[config.mk]
export PLATFORM = sky130hd
export DESIGN_NAME = weight_bram_reader
export DESIGN_NICKNAME = d
export VERILOG_FILES = /design/src/rtl/ann_bram_pkg.sv /design/src/rtl/weight_skid_fifo.sv /design/src/rtl/weight_bram_reader.sv
export SDC_FILE = /design/constraint.sdc
export NUM_CORES = 1
export LEC_CHECK = 0
export ABC_AREA = 1
export BUFFER_PORTS_ARGS = -buffer_cell sky130_fd_sc_hd__clkbuf_2
export CORE_MARGIN = 4
export CORE_UTILIZATION = 40
export CTS_CLUSTER_SIZE = 20
export DETAILED_ROUTE_END_ITERATION = 16
export PLACE_DENSITY = 0.66
export SLEW_MARGIN = 20
export SYNTH_ARGS = -nofsm -noshare
export SYNTH_HDL_FRONTEND = slang
export SYNTH_SLANG_ARGS = --single-unit
[constraint.sdc]
create_clock -name i_clk -period 7.62 [get_ports i_clk]
set_input_delay 0.762 -clock i_clk [delete_from_list [all_inputs] [get_ports i_clk]]
set_output_delay 0.762 -clock i_clk [all_outputs]
set_load 0.02 [all_outputs]
[src/rtl/ann_bram_pkg.sv]
// ann_bram_pkg: shared defaults and FSM encoding for the weight BRAM reader.
package ann_bram_pkg;
   localparam int DW_DEF    = 16;
   localparam int AW_DEF    = 5;
   localparam int DEPTH_DEF = 28;
   localparam int LW        = 6;
   typedef enum logic [1:0] {S_IDLE, S_FETCH, S_DRAIN, S_FINISH} state_t;
endpackage

[src/rtl/weight_skid_fifo.sv]
// weight_skid_fifo: 2-entry FIFO whose head register drives the stream outputs.
module weight_skid_fifo #(
   parameter int W = 8
) (
   input  logic         i_clk,
   input  logic         i_rst_n,
   input  logic         i_push,
   input  logic [W-1:0] i_din,
   input  logic         i_pop,
   output logic [W-1:0] o_dout,
   output logic         o_valid,
   output logic [1:0]   o_count
);
   logic [W-1:0] r_mem [2];
   logic         r_wr, r_rd;
   logic [1:0]   r_cnt;
   logic         w_pop;
   assign o_valid = r_cnt != 2'd0;
   assign o_count = r_cnt;
   assign o_dout  = r_mem[r_rd];
   assign w_pop   = i_pop & o_valid;
   always_ff @(posedge i_clk or negedge i_rst_n)
      if (!i_rst_n) begin
         r_mem[0] <= '0;
         r_mem[1] <= '0;
         r_wr     <= 1'b0;
         r_rd     <= 1'b0;
         r_cnt    <= 2'd0;
      end else begin
         if (i_push) begin
            r_mem[r_wr] <= i_din;
            r_wr        <= ~r_wr;
         end
         if (w_pop) r_rd <= ~r_rd;
         r_cnt <= r_cnt + {1'b0, i_push} - {1'b0, w_pop};
      end
endmodule

[src/rtl/weight_bram_reader.sv]
// weight_bram_reader: streams a burst of weight words from a BRAM with wrapping
// addresses and a 2-entry output FIFO under valid/ready flow control.
module weight_bram_reader
   import ann_bram_pkg::*;
#(
   parameter int DW    = DW_DEF,
   parameter int AW    = AW_DEF,
   parameter int DEPTH = DEPTH_DEF
) (
   input  logic          i_clk,
   input  logic          i_rst_n,
   input  logic          i_start,
   input  logic [AW-1:0] i_start_addr,
   input  logic [LW-1:0] i_len,
   output logic [AW-1:0] o_bram_addr,
   output logic          o_bram_en,
   output logic          o_bram_we,
   input  logic [DW-1:0] i_bram_do,
   output logic [DW-1:0] o_w_data,
   output logic          o_w_valid,
   input  logic          i_w_ready,
   output logic          o_w_last,
   output logic [LW-1:0] o_w_index,
   output logic          o_busy,
   output logic          o_done
);
   state_t        r_state, w_state_nxt;
   logic          r_bram_en;
   logic [AW-1:0] r_bram_addr;
   logic [LW-1:0] r_len, r_issued, r_tag_idx;
   logic          r_tag_last;
   logic [LW-1:0] w_eff_len;
   logic          w_issue, w_pop, w_room, w_start_ok;
   logic [1:0]    w_occ;
   logic [2:0]    w_fill;
   assign w_eff_len  = (i_len > LW'(DEPTH)) ? LW'(DEPTH) : i_len;
   assign w_pop      = o_w_valid & i_w_ready;
   assign w_start_ok = (r_state == S_IDLE) & i_start;
   // The read issuing now (r_bram_en) lands in the FIFO at the next edge, so it
   // counts against the two slots before the next issue is committed.
   assign w_fill     = {1'b0, w_occ} + {2'b0, r_bram_en} - {2'b0, w_pop};
   assign w_room     = w_fill < 3'd2;
   always_comb begin
      w_state_nxt = r_state;
      w_issue     = 1'b0;
      case (r_state)
         S_IDLE:
            if (i_start) begin
               w_state_nxt = (w_eff_len == '0) ? S_FINISH : S_FETCH;
               w_issue     = w_eff_len != '0;
            end
         S_FETCH:
            if (r_bram_en && r_issued == r_len) w_state_nxt = S_DRAIN;
            else w_issue = (r_issued < r_len) && w_room;
         S_DRAIN:
            if (w_pop && o_w_last) w_state_nxt = S_FINISH;
         default:
            w_state_nxt = S_IDLE;
      endcase
   end
   always_ff @(posedge i_clk or negedge i_rst_n)
      if (!i_rst_n) r_state <= S_IDLE;
      else r_state <= w_state_nxt;
   always_ff @(posedge i_clk or negedge i_rst_n)
      if (!i_rst_n) begin
         r_bram_en   <= 1'b0;
         r_bram_addr <= '0;
         r_len       <= '0;
         r_issued    <= '0;
         r_tag_idx   <= '0;
         r_tag_last  <= 1'b0;
      end else begin
         r_bram_en <= w_issue;
         if (w_start_ok) r_len <= w_eff_len;
         if (w_issue) begin
            r_bram_addr <= w_start_ok ? i_start_addr :
                           (r_bram_addr == AW'(DEPTH - 1)) ? '0 : r_bram_addr + 1'b1;
            r_tag_idx   <= w_start_ok ? '0 : r_issued;
            r_tag_last  <= w_start_ok ? (w_eff_len == LW'(1)) : (r_issued == r_len - 1'b1);
            r_issued    <= w_start_ok ? LW'(1) : r_issued + 1'b1;
         end
      end
   weight_skid_fifo #(.W(DW + LW + 1)) u_fifo (
      .i_clk   (i_clk),
      .i_rst_n (i_rst_n),
      .i_push  (r_bram_en),
      .i_din   ({r_tag_last, r_tag_idx, i_bram_do}),
      .i_pop   (w_pop),
      .o_dout  ({o_w_last, o_w_index, o_w_data}),
      .o_valid (o_w_valid),
      .o_count (w_occ)
   );
   assign o_bram_en   = r_bram_en;
   assign o_bram_addr = r_bram_addr;
   assign o_bram_we   = 1'b0;
   assign o_busy      = r_state != S_IDLE;
   assign o_done      = r_state == S_FINISH;
endmodule

==> results of run 1 <==
==> logic make-up (layout without fill, tap and decap cells) <==
kind of cell / count (synthesis) / after routing / synth area share, %
simple gates: 259 / 259 / 27.0
buf+inv: 79 / 138 / 8.02
compound gates: 77 / 77 / 10.3
flops: 77 / 77 / 47.9
fa+ha+maj: 17 / 17 / 5.47
xor+xnor: 6 / 6 / 1.31
other cells: 1 / 1 / 0.0931
==> worst max-delay path: stages (launching register included) <==
cell and delay [ns]:
dfrtp_1 0.42, o21a_1 0.22, ha_1 0.30, inv_1 0.06
ha_1 0.13, inv_1 0.05, fa_1 0.50, nand2_1 0.07
nor3_2 0.24, nand4_4 0.20, nand2_4 0.32, nand2_2 0.09
and2_1 0.15
==> layout make-up <==
type,count,area share (%)
Clock buffer,9,2.67
Clock inverter,6,1.92
Multi-Input combinational cell,360,38.4
Sequential cell,77,41.6
Inverter,59,4.78
Tap cell,133,3.59
Timing Repair Buffer,64,7.08
==> synthesized netlist by cell type, drive strengths merged (3+ instances only) <==
master,instances,area (um^2)
nor3,3,31.3
xor2,4,35.0
nand3,24,120
inv,58,218
nor2,28,105
clkbuf,13,48.8
o21ai,71,370
nand2,194,748
or2,4,27.5
dfrtp,77,1930
buf,7,52.5
ha,16,200
==> metrics by stage <==
| step | hold WS, ns | cell area (um^2) |
|---|---|---|
| final | 0.487 | 4630 |
| after global routing | 0.503 | 4630 |
| after CTS | 0.493 | 4630 |
| after detailed placement | 0.473 | 4420 |
| after global placement | 0.466 | 4420 |
| after floorplan | 0.453 | 4030 |
==> sequential cells by signal (all words and copies together) (netlist names) <==
signal and flops:
r_len 6, u_fifo.r_wr 1, r_tag_last 1, o_bram_en 1, o_bram_addr 5, r_issued 6
u_fifo.o_count 2, u_fifo.r_rd 1, r_state 2, r_tag_idx 6, u_fifo.r_mem 46
==> per-layer routing <==
layer | wire [um] | vias up | part of all wire (%)
met5 | 0 | - | 0
met4 | 92 | 0 | 1.1
met3 | 386 | 9 | 4.5
met2 | 4000 | 57 | 47
met1 | 4100 | 1538 | 48
li1 | - | 1718 | -
==> power breakdown <==
group	leakage (uW)	total (uW)	internal [uW]	switching [uW]
combinational	0.00142	967	327	640
clock	0.000101	335	183	153
sequential	0.000976	711	591	120
==> worst paths after layout <==
path                               endpoint  slack [ns]  cells past startpoint
max                             r_issued[0]        4.78                     12
min                        u_fifo.r_mem[45]        0.49                      2
max reg2reg                     r_issued[0]        4.78                     12
min reg2reg                u_fifo.r_mem[45]        0.49                      2
max in group asynchronous          r_len[4]        6.45                      1
min in group asynchronous  u_fifo.r_mem[15]        0.56                      1
==> cell usage in the layout, fill, tap and decap left out, types with 2 or more instances in the layout <==
| cell | synthesis | routed |
|---|---|---|
| o21ai_2 | 4 | 4 |
| clkbuf_2 | 0 | 61 |
| nand2_4 | 2 | 2 |
| nand2_2 | 2 | 2 |
| ha_1 | 16 | 16 |
| nor2_1 | 28 | 28 |
| bufinv_16 | 0 | 2 |
| o21ai_1 | 8 | 8 |
| inv_1 | 58 | 58 |
| or2_2 | 3 | 3 |
| clkbuf_8 | 0 | 9 |
| nand2_1 | 190 | 190 |
| o21bai_1 | 2 | 2 |
| buf_4 | 2 | 3 |
| nand3_1 | 24 | 24 |
| dfrtp_1 | 77 | 77 |
| clkinvlp_4 | 0 | 2 |
| xor2_1 | 4 | 4 |
| o21ai_0 | 59 | 59 |
| xnor2_1 | 2 | 2 |
==> results.sh, run 1 <==
export IMPL_vias_per_cell=4.69
export IMPL_clk_pin_slew_ns=0.08
export IMPL_htreeDepth=3
export IMPL_post_route_min_period_ns=2.84
export IMPL_die_x_um=108
export IMPL_power_uw=2010
export IMPL_nets=619
export IMPL_worstMarginPinSlew_ns=0.947
export IMPL_cap_violations=0
export IMPL_synth_area_um2=4030
export IMPL_end_kind="flop"
export IMPL_hold_path_class="reg -> reg"
export IMPL_syn_inst=516
export IMPL_cts_sinks=77
export IMPL_finalCritPeriodShare_pct=37.3
export IMPL_ys_async_sr_fraction_pct=100
export IMPL_die_area_um2=11700
export IMPL_fmax_mhz=352
export IMPL_clock_root_buffer="clkbuf_8"
export IMPL_grt_pass1_vias=3211
export IMPL_cts_buffers=9
export IMPL_syn_avg_cell_area_um2=7.80
export IMPL_fp_dieH_um=108
export IMPL_syn_to_final_growth_pct=15.0
export IMPL_placed_cells=693
export IMPL_route_detailed_drc=0
export IMPL_hold_buffers=0
export IMPL_grtUsageMet2_pct=25.8
export IMPL_seq_area_um2=1930
export IMPL_setup_viol=0
export IMPL_fin_ws_ns=4.78
export IMPL_synth_seq_area_share_pct=47.9
export IMPL_cp_data_arrival_time_ns=3.07
export IMPL_yosysUniqueCellTypes=36
export IMPL_hold_viol=0
export IMPL_critPathKind="reg -> reg"
export IMPL_wire_per_inst_um=12.1
export IMPL_ir_drop_v=0.000141
export IMPL_instances_no_fill=708
export IMPL_drtIter0Drc=190
export IMPL_antenna_found_initial=0
export IMPL_grt_use_met1_pct=21.1
export IMPL_maxSlewHeadroom_pct=36.8
export IMPL_grt_max_degree=78
export IMPL_finish_utilization_pct=47.4
export IMPL_gp_congestion=0.788
export IMPL_tns_ns=0
export IMPL_synth_edf_count=0
export IMPL_use_met3_pct=3.40
export IMPL_finClkSkew_ns=0.0132
export IMPL_grt_usage_pct=15.7
export IMPL_clock_path_buffers=2
export IMPL_p_leak_uw=0.00250
export IMPL_required_ns=7.85
export IMPL_ctsResizeCount=0
export IMPL_port_buffers=62
export IMPL_drive_gt1_share_pct=16.3
export IMPL_preCtsSetupSlack_ns=4.42
export IMPL_start_util_pct=41.2
export IMPL_crit_start="u_fifo.o_count[1]"
export IMPL_grt_busiest_layer="met2"
export IMPL_p_per_area_nw_per_um2=435
export IMPL_grt_overflow_total=0
export IMPL_synth_warnings=0
export IMPL_grt_first_pass_wirelength_um=14800
export IMPL_cts_setup_buffers=0
export IMPL_clk_latency_ns=0.35
export IMPL_cp_max_fo=30
export IMPL_startpoint_type="flop"
export IMPL_rsz0062_at_grt="no"
export IMPL_io_pins=64
export IMPL_totalWireLength_um=8580
export IMPL_final_fill_count=991
export IMPL_rows=36
export IMPL_antenna_cells=0
export IMPL_multi_input_area_um2=1780
export IMPL_hpwl_um=6000
export IMPL_ant_nets=0
export IMPL_core_um2=9770
export IMPL_regToRegStartpoint="u_fifo.o_count[1]"
export IMPL_routed_via_count=3322
export IMPL_firstDrtPassIters=4
export IMPL_drv_slew=0
export IMPL_synth_flop_cell="dfrtp_1"
export IMPL_cts_tree="done"
export IMPL_min_from="u_fifo.r_mem[45]"
export IMPL_status="finished clean"
export IMPL_ys_ff_latch=77
export IMPL_syn_num_nets=564
Power figures use the tool's default switching activity.
==> inputs of run 2 (changes only) <==
==> constraint.sdc (replaced) <==
create_clock -name i_clk -period 2.7 [get_ports i_clk]
set_input_delay 0.27 -clock i_clk [delete_from_list [all_inputs] [get_ports i_clk]]
set_output_delay 0.27 -clock i_clk [all_outputs]
set_load 0.02 [all_outputs]
==> results.sh, run 2 (synthesis gave the netlist of run 1 again) <==
export IMPL_status="finished clean"
export IMPL_wire_per_inst_um=12.1
export IMPL_cp_slowest_cell="fa_1"
export IMPL_gp_congestion=0.812
export IMPL_critPathKind="reg -> reg"
export IMPL_placed_cells=698
export IMPL_rows=36
export IMPL_vias_per_cell=4.63
export IMPL_cap_violations=0
export IMPL_clock_root_buffer="clkbuf_8"
export IMPL_grt_pass1_vias=3261
export IMPL_totalWireLength_um=8660
export IMPL_grt_use_met1_pct=20.3
export IMPL_grt_busiest_layer="met2"
export IMPL_cp_max_fo=22
export IMPL_ir_drop_v=0.000460
export IMPL_worstMarginPinSlew_ns=0.959
export IMPL_final_common_cell="nand2_1"
export IMPL_cts_sinks=77
export IMPL_p_per_area_nw_per_um2=1240
export IMPL_p_leak_uw=0.00253
export IMPL_grt_usage_pct=15.9
export IMPL_largest_register_ffs=46
export IMPL_hold_viol=0
export IMPL_end_kind="flop"
export IMPL_maxSlewHeadroom_pct=36.0
export IMPL_finClkSkew_ns=0.00783
export IMPL_multi_input_area_um2=1780
export IMPL_fp_dieH_um=108
export IMPL_fmax_mhz=396
export IMPL_routed_via_count=3307
export IMPL_cts_buffers=9
export IMPL_port_buffers=62
export IMPL_post_route_min_period_ns=2.52
export IMPL_use_met3_pct=4.00
export IMPL_path_cells="o21a_1 > ha_1 > inv_1 > ha_1 > inv_1 > fa_1 > nand2_1 > nor3_4 > nand4_4 > nand2_4 > buf_12 > nand2_1 > o21ai_2"
export IMPL_finish_utilization_pct=48.0
export IMPL_finalCritPeriodShare_pct=93.5
export IMPL_grt_overflow_total=0
export IMPL_hold_buffers=0
export IMPL_drtIter0Drc=217
export IMPL_syn_to_final_growth_pct=16.4
export IMPL_grt_first_pass_wirelength_um=15000
export IMPL_clk_pin_slew_ns=0.09
export IMPL_crit_buf_inv=3
export IMPL_final_fill_count=996
export IMPL_clock_path_buffers=2
export IMPL_cp_data_arrival_time_ns=2.80
export IMPL_core_um2=9770
export IMPL_antenna_cells=0
export IMPL_required_ns=2.97
export IMPL_final_cell_mix="nand2_1, dfrtp_1, clkbuf_2"
export IMPL_start_util_pct=41.2
export IMPL_ant_nets=0
export IMPL_firstDrtPassIters=4
export IMPL_grt_max_degree=78
export IMPL_hold_ws_ns=0.0628
export IMPL_io_pins=64
export IMPL_die_area_um2=11700
export IMPL_route_detailed_drc=0
export IMPL_antenna_found_initial=0
export IMPL_worstRegToRegCells=13
export IMPL_hpwl_um=6160
export IMPL_rsz0062_at_grt="yes"
export IMPL_cts_tree="done"
export IMPL_htreeDepth=3
export IMPL_grtUsageMet2_pct=27.1
export IMPL_power_uw=5810
export IMPL_startpoint_type="flop"
export IMPL_drive_gt1_share_pct=17.4
export IMPL_instances_no_fill=715
export IMPL_die_x_um=108
export IMPL_nets=625
export IMPL_crit_family="adder cells"
export IMPL_regMostFlops="u_fifo.r_mem"
export IMPL_clk_latency_ns=0.34
export IMPL_setup_viol=0
export IMPL_worst_path_stages=13
export IMPL_seq_area_um2=1930
export IMPL_drv_slew=0
export IMPL_hold_path_class="in -> async"
export IMPL_cp_slowest_stage_delay_ns=0.51
## run 2: changes by cell type in the layout (fill, tap and decap cells not counted), sizes merged
cell	delta
buf	+6
bufinv	-1
clkinv	-2
clkinvlp	+1
inv	+3
## run 2: path summary, 6_finish.rpt
| kind | startpoint | endpoint | slack [ns] |
|---|---|---|---|
| max in group asynchronous | i_rst_n | u_fifo.r_mem[13] | 2.01 |
| setup / recovery | u_fifo.o_count[1] | r_issued[5] | 0.18 |
| min in group i_clk | i_bram_do[6] | u_fifo.r_mem[6] | 0.17 |
| hold reg to reg | u_fifo.r_mem[14] | u_fifo.r_mem[14] | 0.49 |
| hold / removal | i_rst_n | u_fifo.r_mem[36] | 0.06 |
| setup reg to reg | u_fifo.o_count[1] | r_issued[5] | 0.18 |
## run 2: final cells by class
class	count	area share [%]
Multi-Input combinational cell	360	38.0
Timing Repair Buffer	70	8.22
Clock buffer	9	2.64
Tap cell	133	3.55
Clock inverter	7	1.73
Inverter	59	4.72
Sequential cell	77	41.1
## run 2: where the power goes
| part | switching (uW) | total [uW] | internal [uW] |
|---|---|---|---|
| clock | 452 | 891 | 439 |
| sequential | 340 | 2010 | 1670 |
| combinational | 1880 | 2920 | 1040 |
## run 2: routing by layer
| layer | wire (um) | share of wire [%] | vias up |
|---|---|---|---|
| li1 | - | - | 1728 |
| met1 | 3970 | 46 | 1503 |
| met2 | 4200 | 49 | 69 |
| met3 | 426 | 4.9 | 7 |
| met4 | 61 | 0.70 | 0 |
| met5 | 0 | 0 | - |
## run 2: stage by stage
step           setup TNS (ns)  area [um^2]  setup slack, ns
2_1_floorplan               0         4030            0.179
4_1_cts                     0         4670           0.0606
5_1_grt               -0.0314         4690          -0.0135
3_5_place_dp                0         4470           0.0830
6_report                    0         4690            0.176
3_3_place_gp                0         4470            0.155
## run 2: timing repair
item	in CTS	in global routing
setup buffers	0	1
resized for setup	0	1
setup endpoints to repair	0	18
endpoints found under the hold margin	0	0
==> inputs of run 3 (changes only) <==
--- a/config.mk
+++ b/config.mk
@@ -12,6 +12,7 @@
 export CTS_CLUSTER_SIZE = 20
 export DETAILED_ROUTE_END_ITERATION = 16
 export PLACE_DENSITY = 0.66
+export REMOVE_ABC_BUFFERS = 1
 export SLEW_MARGIN = 20
 export SYNTH_ARGS = -nofsm -noshare
 export SYNTH_HDL_FRONTEND = slang
==> results.sh, run 3 (synthesis gave the netlist of run 1 again) <==
export IMPL_htreeDepth=3
export IMPL_grt_max_degree=78
export IMPL_rows=36
export IMPL_die_x_um=108
export IMPL_status="finished clean"
export IMPL_hold_viol=0
export IMPL_ir_drop_v=0.000429
export IMPL_worstMarginPinSlew_ns=0.968
export IMPL_tns_ns=0
export IMPL_maxSlewHeadroom_pct=35.5
export IMPL_p_leak_uw=0.00257
export IMPL_fmax_mhz=380
export IMPL_worstRegToRegCells=13
export IMPL_drtIter0Drc=196
export IMPL_power_uw=6010
export IMPL_cts_sinks=77
export IMPL_seq_area_um2=1930
export IMPL_final_fill_count=957
export IMPL_antenna_cells=0
export IMPL_worst_path_stages=13
export IMPL_port_buffers=62
export IMPL_critPathKind="reg -> reg"
export IMPL_ant_nets=0
export IMPL_finish_utilization_pct=49.0
export IMPL_setup_viol=0
export IMPL_io_pins=64
export IMPL_cp_data_arrival_time_ns=2.91
export IMPL_path_cells="o21a_1 > ha_1 > inv_2 > ha_4 > inv_2 > fa_2 > nand2_2 > nor3_4 > nand4_4 > nand2_8 > clkbuf_16 > nand2_1 > o21ai_2"
export IMPL_wire_per_inst_um=12.1
export IMPL_largest_register_ffs=46
export IMPL_final_common_cell="nand2_1"
export IMPL_final_cell_mix="nand2_1, dfrtp_1, clkbuf_2"
export IMPL_crit_buf_inv=3
export IMPL_required_ns=2.98
export IMPL_cap_violations=0
export IMPL_final_area_um2=4790
export IMPL_antenna_found_initial=0
export IMPL_routed_via_count=3401
export IMPL_cp_slowest_cell="fa_2"
export IMPL_startpoint_type="flop"
export IMPL_end_kind="flop"
export IMPL_post_route_min_period_ns=2.63
export IMPL_multi_input_area_um2=1820
export IMPL_vias_per_cell=4.72
export IMPL_drive_gt1_share_pct=19.0
export IMPL_grt_usage_pct=15.1
export IMPL_crit_family="adder cells"
export IMPL_die_area_um2=11700
export IMPL_clk_latency_ns=0.36
export IMPL_placed_area_um2=4460
export IMPL_finalCritPeriodShare_pct=97.4
export IMPL_nets=631
export IMPL_cts_tree="done"
export IMPL_clock_root_buffer="clkbuf_8"
export IMPL_clk_pin_slew_ns=0.09
export IMPL_cts_buffers=9
export IMPL_totalWireLength_um=8760
export IMPL_p_per_area_nw_per_um2=1250
export IMPL_route_detailed_drc=0
export IMPL_syn_to_final_growth_pct=19.0
export IMPL_instances_no_fill=721
export IMPL_hold_path_class="in -> async"
export IMPL_placed_cells=697
export IMPL_clock_path_buffers=2
export IMPL_hpwl_um=5790
export IMPL_core_um2=9770
export IMPL_hold_buffers=0
export IMPL_cp_slowest_stage_delay_ns=0.58
export IMPL_gp_congestion=0.821
export IMPL_regMostFlops="u_fifo.r_mem"
export IMPL_finClkSkew_ns=0.0145
export IMPL_drv_slew=0
export IMPL_cp_max_fo=5
export IMPL_grt_overflow_total=0
export IMPL_grt_pass1_vias=3209
export IMPL_fp_dieH_um=108
export IMPL_start_util_pct=41.2
export IMPL_grt_first_pass_wirelength_um=14200
export IMPL_crit_path_frequent_cell="inv_2"
export IMPL_firstDrtPassIters=4
==> run 3: layout make-up <==
| type | instances | share of cell area [%] |
|---|---|---|
| sequential | 77 | 40.2 |
| multi-input combinational | 361 | 38.0 |
| timing repair buffer | 75 | 9.71 |
| inverter | 59 | 4.62 |
| tap | 133 | 3.47 |
| clock buffer | 9 | 2.58 |
| clock inverter | 7 | 1.41 |
==> run 3: path summary, 6_finish.rpt <==
path / start / endpoint / slack [ns]
min in group i_clk: i_bram_do[8] / u_fifo.r_mem[8] / 0.15
setup reg to reg: u_fifo.o_count[1] / r_issued[5] / 0.07
hold / removal: i_rst_n / u_fifo.r_mem[3] / 0.06
hold reg to reg: u_fifo.r_mem[42] / u_fifo.r_mem[42] / 0.49
setup / recovery: u_fifo.o_count[1] / r_issued[5] / 0.07
max in group asynchronous: i_rst_n / u_fifo.r_mem[20] / 2.01
==> run 3: through the flow <==
| stage | hold WS, ns | worst slack [ns] |
|---|---|---|
| 2_1_floorplan | -0.0256 | 0.119 |
| 3_3_place_gp | 0.465 | 0.131 |
| 3_5_place_dp | 0.473 | 0.0468 |
| 4_1_cts | 0.0938 | 0.0221 |
| 5_1_grt | 0.136 | -0.0438 |
| 6_report | 0.0601 | 0.0694 |
==> run 3: timing repair <==
item / in CTS / in global routing
setup buffers: 0 / 4
endpoints found under the setup margin: 0 / 11
gates resized for setup: 0 / 9
==> run 3: power breakdown <==
group	internal [uW]	total, uW	switching (uW)
combinational	1210	3160	1960
clock	354	831	477
sequential	1670	2010	347
==> run 3: per-layer routing <==
metal,up-vias,GRT usage (%),wire [um]
met4,0,3.88,95
met2,72,25.8,4230
li1,1742,-,-
met1,1579,18.9,4000
met3,8,4.24,435
met5,-,0,0
